**config.mk**
```make
export PLATFORM = sky130hd
export DESIGN_NAME = div_share_ctrl_flat
export DESIGN_NICKNAME = d
export VERILOG_FILES = /design/src/rtl/div_share_if.sv /design/src/rtl/div_share_ctrl.sv /design/src/flat_wrapper.sv
export SDC_FILE = /design/constraint.sdc
export NUM_CORES = 1
export LEC_CHECK = 0
export ABC_AREA = 1
export CAP_MARGIN = 5
export CORE_MARGIN = 2
export CORE_UTILIZATION = 34
export CTS_CLUSTER_SIZE = 28
export DETAILED_ROUTE_END_ITERATION = 8
export PLACE_DENSITY = 0.78
export RECOVER_POWER = 50
export SYNTH_ARGS = -nofsm -noshare
export SYNTH_HDL_FRONTEND = slang
export SYNTH_SLANG_ARGS = --single-unit
```
**constraint.sdc**
```tcl
create_clock -name clk -period 2.4 [get_ports clk]
set_clock_uncertainty 0.2 [all_clocks]
set_input_delay 0.48 -clock clk [delete_from_list [all_inputs] [get_ports clk]]
set_output_delay 0.48 -clock clk [all_outputs]
set_load 0.02 [all_outputs]
```
**src/rtl/div_share_if.sv**
```systemverilog
// Requester-side bundle of div_share_ctrl.
//   req/req_z/req_d : per-channel request level and operands (client -> ctrl)
//   ack/done        : per-channel one-cycle pulses (ctrl -> client)
//   q/r/dz          : shared result bus, valid while a done bit is high
//   busy            : controller is not idle
// slave is the controller's view; master is the clients' view.
interface div_share_if #(
    parameter int NCH = 4
);
    logic [NCH-1:0]    req;
    logic [NCH*22-1:0] req_z;
    logic [NCH*12-1:0] req_d;
    logic [NCH-1:0]    ack;
    logic [NCH-1:0]    done;
    logic [21:0]       q;
    logic [11:0]       r;
    logic              dz;
    logic              busy;

    modport slave  (input  req, req_z, req_d, output ack, done, q, r, dz, busy);
    modport master (output req, req_z, req_d, input  ack, done, q, r, dz, busy);
endinterface

```
**src/rtl/div_share_ctrl.sv**
```systemverilog
// Round-robin arbiter sharing one 22/12-bit iterative divider among NCH
// requesters. A grant captures the winner's operands into div_z/div_d,
// pulses div_startp, waits for div_busy to fall and returns q/r with a
// done pulse on the winner's channel. A zero divisor is answered directly
// (q all ones, r 0, dz 1) without touching the divider.
// Ports:
//   clk, rst            : clock, synchronous active-high reset
//   ch (slave)          : requester bundle (req/req_z/req_d/ack/done/q/r/dz/busy)
//   div_z, div_d        : registered operands to the divider
//   div_startp          : one-cycle divider start
//   div_q, div_r        : divider results
//   div_busy            : divider computing
module div_share_ctrl #(
    parameter int NCH = 4
) (
    input  logic        clk,
    input  logic        rst,
    div_share_if.slave  ch,
    output logic [21:0] div_z,
    output logic [11:0] div_d,
    output logic        div_startp,
    input  logic [21:0] div_q,
    input  logic [11:0] div_r,
    input  logic        div_busy
);
    localparam int PW = (NCH > 1) ? $clog2(NCH) : 1;

    typedef enum logic [1:0] {S_IDLE, S_START, S_WAIT, S_DONE} state_t;

    typedef struct packed {
        logic [21:0] q;
        logic [11:0] r;
        logic        dz;
    } res_t;

    state_t          state, state_nx;
    logic [PW-1:0]   ptr;     // last granted channel
    logic [PW-1:0]   act;     // channel being served
    res_t            res;

    logic            gnt_found;
    logic [PW-1:0]   gnt_idx;
    logic [21:0]     gnt_z;
    logic [11:0]     gnt_d;

    logic [NCH-1:0]  ack_c, done_c;
    logic            startp_c, busy_c;

    // Search ptr+1, ptr+2, ... with wraparound; first requester wins.
    always_comb begin
        gnt_found = 1'b0;
        gnt_idx   = '0;
        for (int i = 1; i <= NCH; i++) begin
            if (!gnt_found && ch.req[(int'(ptr) + i) % NCH]) begin
                gnt_found = 1'b1;
                gnt_idx   = PW'((int'(ptr) + i) % NCH);
            end
        end
    end

    assign gnt_z = ch.req_z[int'(gnt_idx)*22 +: 22];
    assign gnt_d = ch.req_d[int'(gnt_idx)*12 +: 12];

    always_ff @(posedge clk) begin
        if (rst) state <= S_IDLE;
        else     state <= state_nx;
    end

    always_comb begin
        state_nx = state;
        ack_c    = '0;
        done_c   = '0;
        startp_c = 1'b0;
        busy_c   = (state != S_IDLE);
        case (state)
            S_IDLE: begin
                if (gnt_found) begin
                    ack_c    = NCH'(1) << gnt_idx;
                    state_nx = (gnt_d == '0) ? S_DONE : S_START;
                end
            end
            S_START: begin
                startp_c = 1'b1;
                state_nx = S_WAIT;
            end
            S_WAIT: begin
                if (!div_busy) state_nx = S_DONE;
            end
            S_DONE: begin
                done_c   = NCH'(1) << act;
                state_nx = S_IDLE;
            end
            default: state_nx = S_IDLE;
        endcase
    end

    // Pulses are suppressed while rst is high so an aborted operation never
    // reports done and no grant is taken during reset.
    assign ch.ack     = rst ? '0 : ack_c;
    assign ch.done    = rst ? '0 : done_c;
    assign div_startp = rst ? 1'b0 : startp_c;
    assign ch.busy    = rst ? 1'b0 : busy_c;

    always_ff @(posedge clk) begin
        if (rst) begin
            ptr   <= PW'(NCH - 1);
            act   <= '0;
            div_z <= '0;
            div_d <= '0;
            res   <= '0;
        end else begin
            if (state == S_IDLE && gnt_found) begin
                ptr   <= gnt_idx;
                act   <= gnt_idx;
                div_z <= gnt_z;
                div_d <= gnt_d;
                if (gnt_d == '0) res <= '{q: 22'h3FFFFF, r: 12'h000, dz: 1'b1};
            end
            if (state == S_WAIT && !div_busy)
                res <= '{q: div_q, r: div_r, dz: 1'b0};
        end
    end

    assign ch.q  = res.q;
    assign ch.r  = res.r;
    assign ch.dz = res.dz;
endmodule

```
**src/flat_wrapper.sv**
```systemverilog
// flat-port wrapper written by rule: the top's interface ports become plain ports
module div_share_ctrl_flat 
#(
    parameter int NCH = 4
)
  (clk, rst, div_z, div_d, div_startp, div_q, div_r, div_busy, ch_req, ch_req_z, ch_req_d, ch_ack, ch_done, ch_q, ch_r, ch_dz, ch_busy);
  div_share_if #(.NCH(NCH)) ch_i ();
  input  logic clk;
  input  logic rst;
  output logic [21:0] div_z;
  output logic [11:0] div_d;
  output logic div_startp;
  input  logic [21:0] div_q;
  input  logic [11:0] div_r;
  input  logic div_busy;
  input wire logic [$bits(ch_i.req)-1:0] ch_req;
  input wire logic [$bits(ch_i.req_z)-1:0] ch_req_z;
  input wire logic [$bits(ch_i.req_d)-1:0] ch_req_d;
  output wire logic [$bits(ch_i.ack)-1:0] ch_ack;
  output wire logic [$bits(ch_i.done)-1:0] ch_done;
  output wire logic [$bits(ch_i.q)-1:0] ch_q;
  output wire logic [$bits(ch_i.r)-1:0] ch_r;
  output wire logic [$bits(ch_i.dz)-1:0] ch_dz;
  output wire logic [$bits(ch_i.busy)-1:0] ch_busy;
  assign ch_i.req = ch_req;
  assign ch_i.req_z = ch_req_z;
  assign ch_i.req_d = ch_req_d;
  assign ch_ack = ch_i.ack;
  assign ch_done = ch_i.done;
  assign ch_q = ch_i.q;
  assign ch_r = ch_i.r;
  assign ch_dz = ch_i.dz;
  assign ch_busy = ch_i.busy;
  div_share_ctrl #(.NCH(NCH)) u_core (.clk(clk), .rst(rst), .ch(ch_i), .div_z(div_z), .div_d(div_d), .div_startp(div_startp), .div_q(div_q), .div_r(div_r), .div_busy(div_busy));
endmodule
```
==> results.json <==
{
  "run_status": "finished, violations left",
  "violations_in_the_final_reports": "setup timing",
  "detail_route.wirelength_um": 16900,
  "place.gp.congestion": 0.908,
  "clk_root_buffer_cell": "sky130_fd_sc_hd__clkbuf_16",
  "wl_per_cell_um": 16.5,
  "synthMostInstantiatedCell": "sky130_fd_sc_hd__nand2_1",
  "hold_path_depth": 2,
  "synth-edff-count": 0,
  "synth_cell_types": 31,
  "grt-ovfl-total": 0,
  "core_area_um2": 12000,
  "hold_fix_buffer_count_after_cts": 0,
  "rsz0062_at_grt": "yes",
  "power.ir.vdd_worst_v": 0.000729,
  "dieArea_um2": 13200,
  "die_width_um": 115,
  "first_pass_grt_wire_length_um": 25200,
  "floorplan.io_pins": 256,
  "ys.warnings.count": 0,
  "rows": 40,
  "overall_die_height_um": 115,
  "initial_utilization": 0.348,
  "leakagePower_uw": 0.00360,
  "path_max_fanout": 7,
  "post-route-period-util": 1.19,
  "ant_nets": 0,
  "synth_top_flop_cell": "sky130_fd_sc_hd__dfxtp_1",
  "ys_top_cells_by_count": "sky130_fd_sc_hd__nand2_1, sky130_fd_sc_hd__o21ai_0, sky130_fd_sc_hd__dfxtp_1",
  "design.final.nets": 1050,
  "hold_end": "u_core.div_d[10]",
  "cp_top_family": "simple AND/OR/NAND/NOR gates",
  "critPathLaunchType": "flip-flop",
  "hpwl_um": 11300,
  "placedInstanceArea_um2": 7210,
  "async_reset_ff_frac": 0,
  "grt_antenna_before_repair": 0,
  "cellPowerDensity_nw_per_um2": 1450,
  "crit_path_cell_chain": "inv_8, nand2_2, nand2_2, nand2_2, nand2_4, nor2_4, nand3_4, buf_6, nand2_8, nand2_8, buf_12, buf_12, nor3_4, buf_6",
  "grt_util_all_layers": 0.239,
  "final_core_util": 0.697,
  "clock_path_buffers": 2,
  "clkLatencyLatePin_ns": 0.33,
  "avgSynthCellArea_um2": 7.26,
  "tritoncts_clock_tree": "yes",
  "critical_path.max_stage_delay_ns": 0.42,
  "drt_pre_antenna_iters": 5,
  "detail_route.iter0.violations": 305,
  "fin_area_um2": 8370,
  "routed_via_density": 5.12,
  "synthDominantAreaCellType": "sky130_fd_sc_hd__dfxtp_1",
  "cp_num_buf_inv": 5,
  "hold_startpoint": "u_core.div_d[10]",
  "hold_viol": 0,
  "crit_path_top_delay_cell": "sky130_fd_sc_hd__dfxtp_4",
  "critical_path.endpoint_type": "primary output",
  "finalSetupViolCount": 63,
  "reg2regPathDepth": 23,
  "fill_cells": 919,
  "timing.hold.worst.class": "reg2reg",
  "crit_required_ns": 1.72,
  "syn2layout_area_growth_pct": 100,
  "port_buffers": 255,
  "grt_max_degree": 32,
  "syn-instance-count": 576,
  "drc": 0,
  "critical_path_arrival_ns": 2.18,
  "routed-via-count": 5228,
  "synth_sequential_area_ratio": 0.359,
  "synth.top_cell.area_share": 0.359,
  "synth_fp_nets": 757,
  "post_synth_instance_area_um2": 4180,
  "max_clock_freq_mhz": 350,
  "insertedDiodeCount": 0,
  "min_period_ns": 2.86,
  "final_layout_size_suffix_gt1_frac": 0.297,
  "r2r_end": "u_core.ch.r[1]",
  "ctsHtreeMaxLevel": 3,
  "cts_buffers": 9,
  "grt_pass1_vias": 5084,
  "worst_slack_ns": -0.457,
  "slew-limit-headroom": 0.704,
  "ys_ff_latch": 75,
  "critical_path.most_common_cell": "sky130_fd_sc_hd__nand2_2",
  "slew_viol_final": 0,
  "worstReg2RegStart": "u_core.ptr[0]",
  "synth_area_leaders": "sky130_fd_sc_hd__dfxtp_1, sky130_fd_sc_hd__o21ai_0, sky130_fd_sc_hd__nand2_1",
  "worst-setup-path-type": "reg2out",
  "ff2ff_setup_slack_ns": -0.42,
  "worst-path-stages": 14,
  "timing.max_cap.violations": 0,
  "clk_pin_slew_ns": 0.06,
  "worst-slew-pin-transition_ns": 0.443,
  "clock_sinks": 75
}
[per-layer routing]
layer,track usage,vias up,part of all wire
met5,0,-,0
met4,0.122,0,0.039
met3,0.0517,50,0.068
met2,0.400,225,0.49
met1,0.290,2406,0.41
li1,-,2547,-
[report_power, final]
group	total (uW)	switching (uW)	internal, uW
sequential	1780	194	1590
clock	1400	535	861
combinational	8920	4890	4020
[flip-flops by register name, indices dropped and copies added (netlist names)]
signal	flops
u_core.div_d	12
u_core.ptr	2
u_core.state	2
u_core.ch.r	12
u_core.div_z	22
u_core.ch.dz	1
u_core.ch.q	22
u_core.act	2
[through the flow]
| step | setup WS, ns | hold WS, ns | instances | TNS, ns | total power [uW] |
|---|---|---|---|---|---|
| floorplan | -0.0345 | 0.278 | 576 | -0.0802 | 6100 |
| global placement | -0.971 | 0.232 | 980 | -54.62 | 8270 |
| detailed placement | -1.00 | 0.245 | 980 | -58.81 | 8350 |
| CTS | -0.464 | 0.259 | 1021 | -19.20 | 11200 |
| global route | -0.606 | 0.282 | 1021 | -27.50 | 12900 |
| finish | -0.457 | 0.255 | 1021 | -16.36 | 12100 |
[how the worst max path moves through the flow]
| stage | start | end | slack, ns |
|---|---|---|---|
| after floorplan | ch_req[2] | ch_ack[1] | -0.03 |
| after global placement | ch_req[3] | ch_ack[0] | -0.97 |
| after detailed placement | ch_req[2] | ch_ack[0] | -1.00 |
| after CTS | u_core.ptr[0] | u_core.ch.q[4] | -0.46 |
| after global routing | u_core.ptr[0] | u_core.ch.r[1] | -0.61 |
| final | u_core.ptr[0] | ch_ack[0] | -0.46 |
[worst min-delay path, stage by stage, from the launching register on]
cell and delay (ns):
sky130_fd_sc_hd__dfxtp_1 0.32, sky130_fd_sc_hd__nand2_1 0.05, sky130_fd_sc_hd__o21ai_0 0.06
[placed cells by master, fill, tap and decap left out, types with 10 or more instances in the layout]
cell,count
sky130_fd_sc_hd__o22ai_1,17
sky130_fd_sc_hd__clkdlybuf4s50_1,198
sky130_fd_sc_hd__o21ai_1,11
sky130_fd_sc_hd__o21bai_2,20
sky130_fd_sc_hd__dlygate4sd3_1,43
sky130_fd_sc_hd__nand2_2,33
sky130_fd_sc_hd__dfxtp_1,73
sky130_fd_sc_hd__clkbuf_16,10
sky130_fd_sc_hd__buf_12,11
sky130_fd_sc_hd__nand2_4,15
sky130_fd_sc_hd__nor2_4,12
sky130_fd_sc_hd__nor2_1,34
sky130_fd_sc_hd__buf_4,43
sky130_fd_sc_hd__nand2_1,70
sky130_fd_sc_hd__buf_6,13
sky130_fd_sc_hd__inv_1,33
sky130_fd_sc_hd__nor2_2,11
sky130_fd_sc_hd__nand3_1,43
sky130_fd_sc_hd__nand3_2,19
sky130_fd_sc_hd__o21ai_2,15
sky130_fd_sc_hd__a22o_1,21
sky130_fd_sc_hd__o21ai_0,48
[cell type report]
cell class	instances	area, um2	share of cell area
Timing Repair Buffer	322	3310	0.396
Multi-Input combinational cell	418	2880	0.343
Sequential cell	75	1510	0.180
Clock buffer	12	256	0.0306
Tap cell	147	184	0.0220
Inverter	43	181	0.0217
Clock inverter	4	50.0	0.00598
[logic make-up after synthesis]
group                      synth area share
buffers and inverters                0.0958
adders and majority gates            0.0120
and+or+nand+nor                       0.276
AOI/OAI and AO/OA                     0.257
DFF                                   0.359
[what timing repair did]
| item | 4_1_cts | 5_1_grt |
|---|---|---|
| gates resized for setup | 126 | 116 |
| buffers inserted | 20 | 1 |
| pin swaps | 27 | 28 |
| gates cloned | 6 | 2 |
| setup endpoints to repair | 70 | 71 |
| endpoints found under the hold margin | 0 | 0 |
Note: power is estimated with default switching activity, not from simulation.
